$ cat src/rtl/dp64_multiprecision_pkg.sv
// Shared widths for the 64-bit multi-precision dot-product unit.
// Holds the operand width, the four output widths and the result bundle.
package dp64_multiprecision_pkg;

  localparam int DATA_W  = 64;
  localparam int SUM16_W = 35;
  localparam int SUM8_W  = 19;
  localparam int SUM4_W  = 12;
  localparam int SUM2_W  = 11;

  typedef struct packed {
    logic [SUM16_W-1:0] s16;
    logic [SUM8_W-1:0]  s8;
    logic [SUM4_W-1:0]  s4;
    logic [SUM2_W-1:0]  s2;
  } sums_t;

endpackage

$ cat src/rtl/dp64_multiprecision_if.sv
// Operand/result bundle for dp64_multiprecision (no handshake).
// master: drives a, b; reads the four sums. slave: the reverse.
interface dp64_multiprecision_if;
  import dp64_multiprecision_pkg::*;

  logic [DATA_W-1:0]  a;
  logic [DATA_W-1:0]  b;
  logic [SUM16_W-1:0] sum_int16;
  logic [SUM8_W-1:0]  sum_int8;
  logic [SUM4_W-1:0]  sum_int4;
  logic [SUM2_W-1:0]  sum_int2;

  modport master (
    output a, b,
    input  sum_int16, sum_int8, sum_int4, sum_int2
  );

  modport slave (
    input  a, b,
    output sum_int16, sum_int8, sum_int4, sum_int2
  );

endinterface

$ cat src/rtl/dp64_multiprecision_simd_mul16.sv
// One 16-bit lane: 16x16 product plus summed 8x8, 4x4 and 2x2 sub-products.
// Ports: a, b (16-bit lanes) -> p16, s8, s4, s2 (combinational).
module simd_mul16 (
  input  logic [15:0] a,
  input  logic [15:0] b,
  output logic [31:0] p16,
  output logic [16:0] s8,
  output logic [9:0]  s4,
  output logic [6:0]  s2
);

  logic [15:0] p8;
  logic [7:0]  p4;
  logic [3:0]  p2;

  // Operands are zero-extended so every product is full width.
  always_comb begin
    p16 = {16'h0, a} * {16'h0, b};
    s8  = '0;
    s4  = '0;
    s2  = '0;
    p8  = '0;
    p4  = '0;
    p2  = '0;
    for (int i = 0; i < 2; i++) begin
      p8 = {8'h0, a[8*i +: 8]} * {8'h0, b[8*i +: 8]};
      s8 = s8 + {1'b0, p8};
    end
    for (int i = 0; i < 4; i++) begin
      p4 = {4'h0, a[4*i +: 4]} * {4'h0, b[4*i +: 4]};
      s4 = s4 + {2'b0, p4};
    end
    for (int i = 0; i < 8; i++) begin
      p2 = {2'b0, a[2*i +: 2]} * {2'b0, b[2*i +: 2]};
      s2 = s2 + {3'b0, p2};
    end
  end

endmodule

$ cat src/rtl/dp64_multiprecision.sv
// Unsigned dot products of a and b as 16/8/4/2-bit lanes, registered once.
// Ports: CLK, rst (sync, active-high), bus (slave: a, b in; four sums out).
module dp64_multiprecision
  import dp64_multiprecision_pkg::*;
(
  input  logic                  CLK,
  input  logic                  rst,
  dp64_multiprecision_if.slave  bus
);

  logic [31:0] p16 [4];
  logic [16:0] s8  [4];
  logic [9:0]  s4  [4];
  logic [6:0]  s2  [4];

  sums_t nxt;
  sums_t q;

  for (genvar k = 0; k < 4; k++) begin : g_lane
    simd_mul16 u_mul (
      .a   (bus.a[16*k +: 16]),
      .b   (bus.b[16*k +: 16]),
      .p16 (p16[k]),
      .s8  (s8[k]),
      .s4  (s4[k]),
      .s2  (s2[k])
    );
  end

  // Lane sums are widened to the output width before adding.
  always_comb begin
    nxt = '0;
    for (int k = 0; k < 4; k++) begin
      nxt.s16 = nxt.s16 + {3'b0, p16[k]};
      nxt.s8  = nxt.s8  + {2'b0, s8[k]};
      nxt.s4  = nxt.s4  + {2'b0, s4[k]};
      nxt.s2  = nxt.s2  + {4'b0, s2[k]};
    end
  end

  always_ff @(posedge CLK) begin
    if (rst) begin
      q <= '0;
    end else begin
      q <= nxt;
    end
  end

  assign bus.sum_int16 = q.s16;
  assign bus.sum_int8  = q.s8;
  assign bus.sum_int4  = q.s4;
  assign bus.sum_int2  = q.s2;

endmodule

$ cat src/flat_wrapper.sv
// flat-port wrapper written by rule: the top's interface ports become plain ports
module dp64_multiprecision_flat import dp64_multiprecision_pkg::*;
  (CLK, rst, bus_a, bus_b, bus_sum_int16, bus_sum_int8, bus_sum_int4, bus_sum_int2);
  dp64_multiprecision_if bus_i ();
  input  logic CLK;
  input  logic rst;
  input wire logic [$bits(bus_i.a)-1:0] bus_a;
  input wire logic [$bits(bus_i.b)-1:0] bus_b;
  output wire logic [$bits(bus_i.sum_int16)-1:0] bus_sum_int16;
  output wire logic [$bits(bus_i.sum_int8)-1:0] bus_sum_int8;
  output wire logic [$bits(bus_i.sum_int4)-1:0] bus_sum_int4;
  output wire logic [$bits(bus_i.sum_int2)-1:0] bus_sum_int2;
  assign bus_i.a = bus_a;
  assign bus_i.b = bus_b;
  assign bus_sum_int16 = bus_i.sum_int16;
  assign bus_sum_int8 = bus_i.sum_int8;
  assign bus_sum_int4 = bus_i.sum_int4;
  assign bus_sum_int2 = bus_i.sum_int2;
  dp64_multiprecision u_core (.CLK(CLK), .rst(rst), .bus(bus_i));
endmodule
$ cat config.mk
export PLATFORM = sky130hd
export DESIGN_NAME = dp64_multiprecision_flat
export DESIGN_NICKNAME = d
export VERILOG_FILES = /design/src/rtl/dp64_multiprecision_pkg.sv /design/src/rtl/dp64_multiprecision_if.sv /design/src/rtl/dp64_multiprecision_simd_mul16.sv /design/src/rtl/dp64_multiprecision.sv /design/src/flat_wrapper.sv
export SDC_FILE = /design/constraint.sdc
export NUM_CORES = 2
export LEC_CHECK = 0
export BUFFER_PORTS_ARGS = -buffer_cell sky130_fd_sc_hd__buf_2
export CAP_MARGIN = 10
export CELL_PAD_IN_SITES_DETAIL_PLACEMENT = 1
export CELL_PAD_IN_SITES_GLOBAL_PLACEMENT = 2
export CORE_UTILIZATION = 39
export CTS_CLUSTER_SIZE = 14
export DETAILED_ROUTE_END_ITERATION = 12
export PLACE_DENSITY_LB_ADDON = 0.25
export SLEW_MARGIN = 10
export SYNTH_ARGS = -nofsm -noshare
export SYNTH_HDL_FRONTEND = slang
export SYNTH_SLANG_ARGS = --single-unit
export TNS_END_PERCENT = 30
$ cat constraint.sdc
create_clock -name CLK -period 13.8 [get_ports CLK]
set_input_delay 2.76 -clock CLK [delete_from_list [all_inputs] [get_ports CLK]]
set_output_delay 2.76 -clock CLK [all_outputs]
set_load 0.03 [all_outputs]
==> flow_metrics.tcl <==
set metrics [dict create \
    worst_slack_ns -0.601 \
    slew_violations 0 \
    initialDrtViolationCount 2123 \
    die-width_um 404 \
    clockRootBuffer "clkbuf_16" \
    gp_congestion 0.979 \
    violations "negative setup slack" \
    port_buffers 205 \
    timing_hold_violations_final 0 \
    final_util_pct 45.8 \
    grt_pass1_wl_um 365000 \
    place_inst 9359 \
    num_vias 45600 \
    clkTransAtPathRegs_ns 0.10 \
    ios 207 \
    core-area_sq_um 160000 \
    grt_overflow_total 0 \
    numCtsBuffers 9 \
    hold_start "rst" \
    fmax_mhz 69.4 \
    dp_hpwl_um 229000 \
    start_kind "input port" \
    dieArea_sq_um 163000 \
    cp_max_fo 9 \
    hold_class "input port to flop" \
    cpPeakStageDelay_ns 0.61 \
    avgSynthCellArea_sq_um 9.72 \
    antenna_left 0 \
    async_flop_share_pct 0 \
    firstDrtPassIters 5 \
    cts_tree "built" \
    initial_core_util_pct 39.3 \
    synth_cell_type_count 63 \
    netlist.area_leader.share_pct 53.2 \
    synth-seq-cells 76 \
    routedWlPerCell_um 26.6 \
    crit_path_end_kind "flop" \
    grt_antenna_before_repair 18 \
    rsz0062_at_grt "true" \
    syn-num-nets 9138 \
    yosysSeqAreaShare_pct 2.41 \
    vias_per_cell 4.85 \
    path_class "input port to flop" \
    synth_cells 6482 \
    fin_crit_ns 14.40 \
    crit_top_cell "fa_1" \
    nets 9891 \
    synth_area_sq_um 63000 \
    required_ns 14.14 \
    synth_flop_cell "dfxtp_1" \
    status "finished, violations left" \
    clkSinkCount 76 \
    grt_pass1_vias 54000 \
    synth-edff-count 0 \
    critPathLaunch "bus_a[16]" \
    setup_viol 25 \
    cp_slowest_cell "fa_2" \
    fin_crit_sh_pct 104 \
    htree_levels 3 \
    layout-drive-gt1-share_pct 16.6 \
    cts.path.max_buffers 2 \
    die_h_um 404 \
    synth_top_cell_by_area "fa_1" \
    finalNonFillerCells 9407 \
    drc 0 \
    cts_hold_buf 0 \
    row_count 147 \
    worst_pin_slew_ns 1.12 \
    grt_max_degree 76 \
    grt_use_total_pct 31.6 \
    maxCapViolations 0 \
    arrival_ns 14.74 \
    wl_um 250000 \
    yosysWarnings 0 \
    area_growth_pct 16.6 \
    slew_headroom_pct 25.6 \
    synthTopCellsByArea "fa_1 53%, ha_1 17%, inv_1 12%" \
    crit_path_end "u_core.bus.sum_int16[33]" \
]
==> metal layers <==
layer  wire [um]  up-vias  GRT usage, %  part of all wire, %
met5         117        -             0                0.047
met4       17300       20          17.4                  6.9
met3        8920      417          3.29                  3.6
met2      126000     1029          55.8                   50
met1       97500    24100          37.5                   39
li1            -    20000             -                    -
==> metrics by stage <==
step / TNS [ns] / worst slack (ns) / hold slack, ns / instance area (sq um)
3_5_place_dp: -44.30 / -1.61 / 3.03 / 71600
3_3_place_gp: -37.22 / -1.37 / 3.02 / 71600
2_1_floorplan: -1.66 / -0.291 / 2.96 / 63300
6_report: -7.34 / -0.601 / 2.55 / 73400
4_1_cts: -11.92 / -0.677 / 2.52 / 72400
5_1_grt: -18.19 / -0.969 / 2.57 / 73400
==> worst min-delay path by stage <==
| stage | end | slack (ns) | cells past startpoint |
|---|---|---|---|
| 2_1_floorplan | u_core.bus.sum_int16[28] | 2.96 | 2 |
| 3_3_place_gp | u_core.bus.sum_int16[29] | 3.02 | 2 |
| 3_5_place_dp | u_core.bus.sum_int16[29] | 3.03 | 2 |
| 4_1_cts | u_core.bus.sum_int16[29] | 2.52 | 2 |
| 5_1_grt | u_core.bus.sum_int16[29] | 2.57 | 2 |
| 6_report | u_core.bus.sum_int16[29] | 2.55 | 2 |
==> cell usage in the layout, fill, tap and decap left out, types with 7 or more instances in the layout <==
cell type,Yosys,routed
ha_2,0,7
nand2b_1,13,12
fa_1,1673,1635
nand3_1,22,16
xnor2_2,0,12
diode_2,0,7
o21ai_2,1,10
nor2b_1,33,30
nor3_1,20,18
inv_1,2090,2033
o21ai_1,2,8
a21oi_1,81,60
nand2_1,558,545
a21oi_4,0,7
a21oi_2,1,15
and2_1,520,481
buf_6,0,37
nor2_1,96,84
buf_8,0,7
dfxtp_1,76,76
ha_1,853,819
nor2_2,0,9
buf_12,0,20
buf_2,1,177
ha_4,0,27
fa_2,0,38
a21o_1,44,43
xnor2_1,63,48
o21bai_1,16,13
inv_2,0,54
and2_4,0,36
nand2_2,0,12
buf_4,1,644
clkbuf_16,0,10
xor2_1,32,26
o21ai_0,45,29
==> state kept, by name (all words and copies together), names as in the netlist <==
signal,cells
u_core.bus.sum_int4,12
u_core.bus.sum_int8,19
u_core.bus.sum_int2,10
u_core.bus.sum_int16,35
==> worst max-delay path, delay by kind of cell <==
family / cells / cell delay [ns]
AO/OA/AOI/OAI: 11 / 1.91
XOR/XNOR: 1 / 0.12
adder cells (fa/ha/maj): 18 / 7.96
buffers and inverters: 13 / 1.08
AND/OR/NAND/NOR: 6 / 0.89
==> synth_stat cells (20+ instances only) <==
library cell and n:
nand2_1 558, inv_1 2090, nor2_1 96, ha_1 853, fa_1 1673, and2_1 520, a21oi_1 81, o21ai_0 45
xor2_1 32, dfxtp_1 76, nor2b_1 33, nand3_1 22, a21o_1 44, xnor2_1 63, nor3_1 20, clkbuf_1 143
==> cell families (layout without fill, tap and decap cells) <==
group	after synthesis	in the layout	synth area share, %
buf+inv	2240	2998	13.4
other cells	1	8	0.00595
flops	76	76	2.41
fa+ha+maj	2526	2526	70.1
xor+xnor	95	95	1.32
simple gates	1295	1295	10.2
compound gates	246	246	2.52
mux	3	3	0.0536
==> repair_timing <==
action | 4_1_cts | 5_1_grt
gates resized for setup | 125 | 262
buffers inserted | 9 | 16
endpoints found under the setup margin | 39 | 43
pin swaps | 64 | 167
gates cloned | 0 | 1
==> final cells by class <==
class                           count  area (sq um)
Antenna cell                        7          17.5
Clock buffer                       11           243
Clock inverter                      5          60.1
Fill cell                       18400         86900
Inverter                         2090          7850
Multi-Input combinational cell   4166         54300
Sequential cell                    76          1520
Tap cell                         2160          2700
Timing Repair Buffer              892          6710
Power is not shown: default switching activity piles up to over one toggle a cycle in this logic, so the estimate is an artifact.
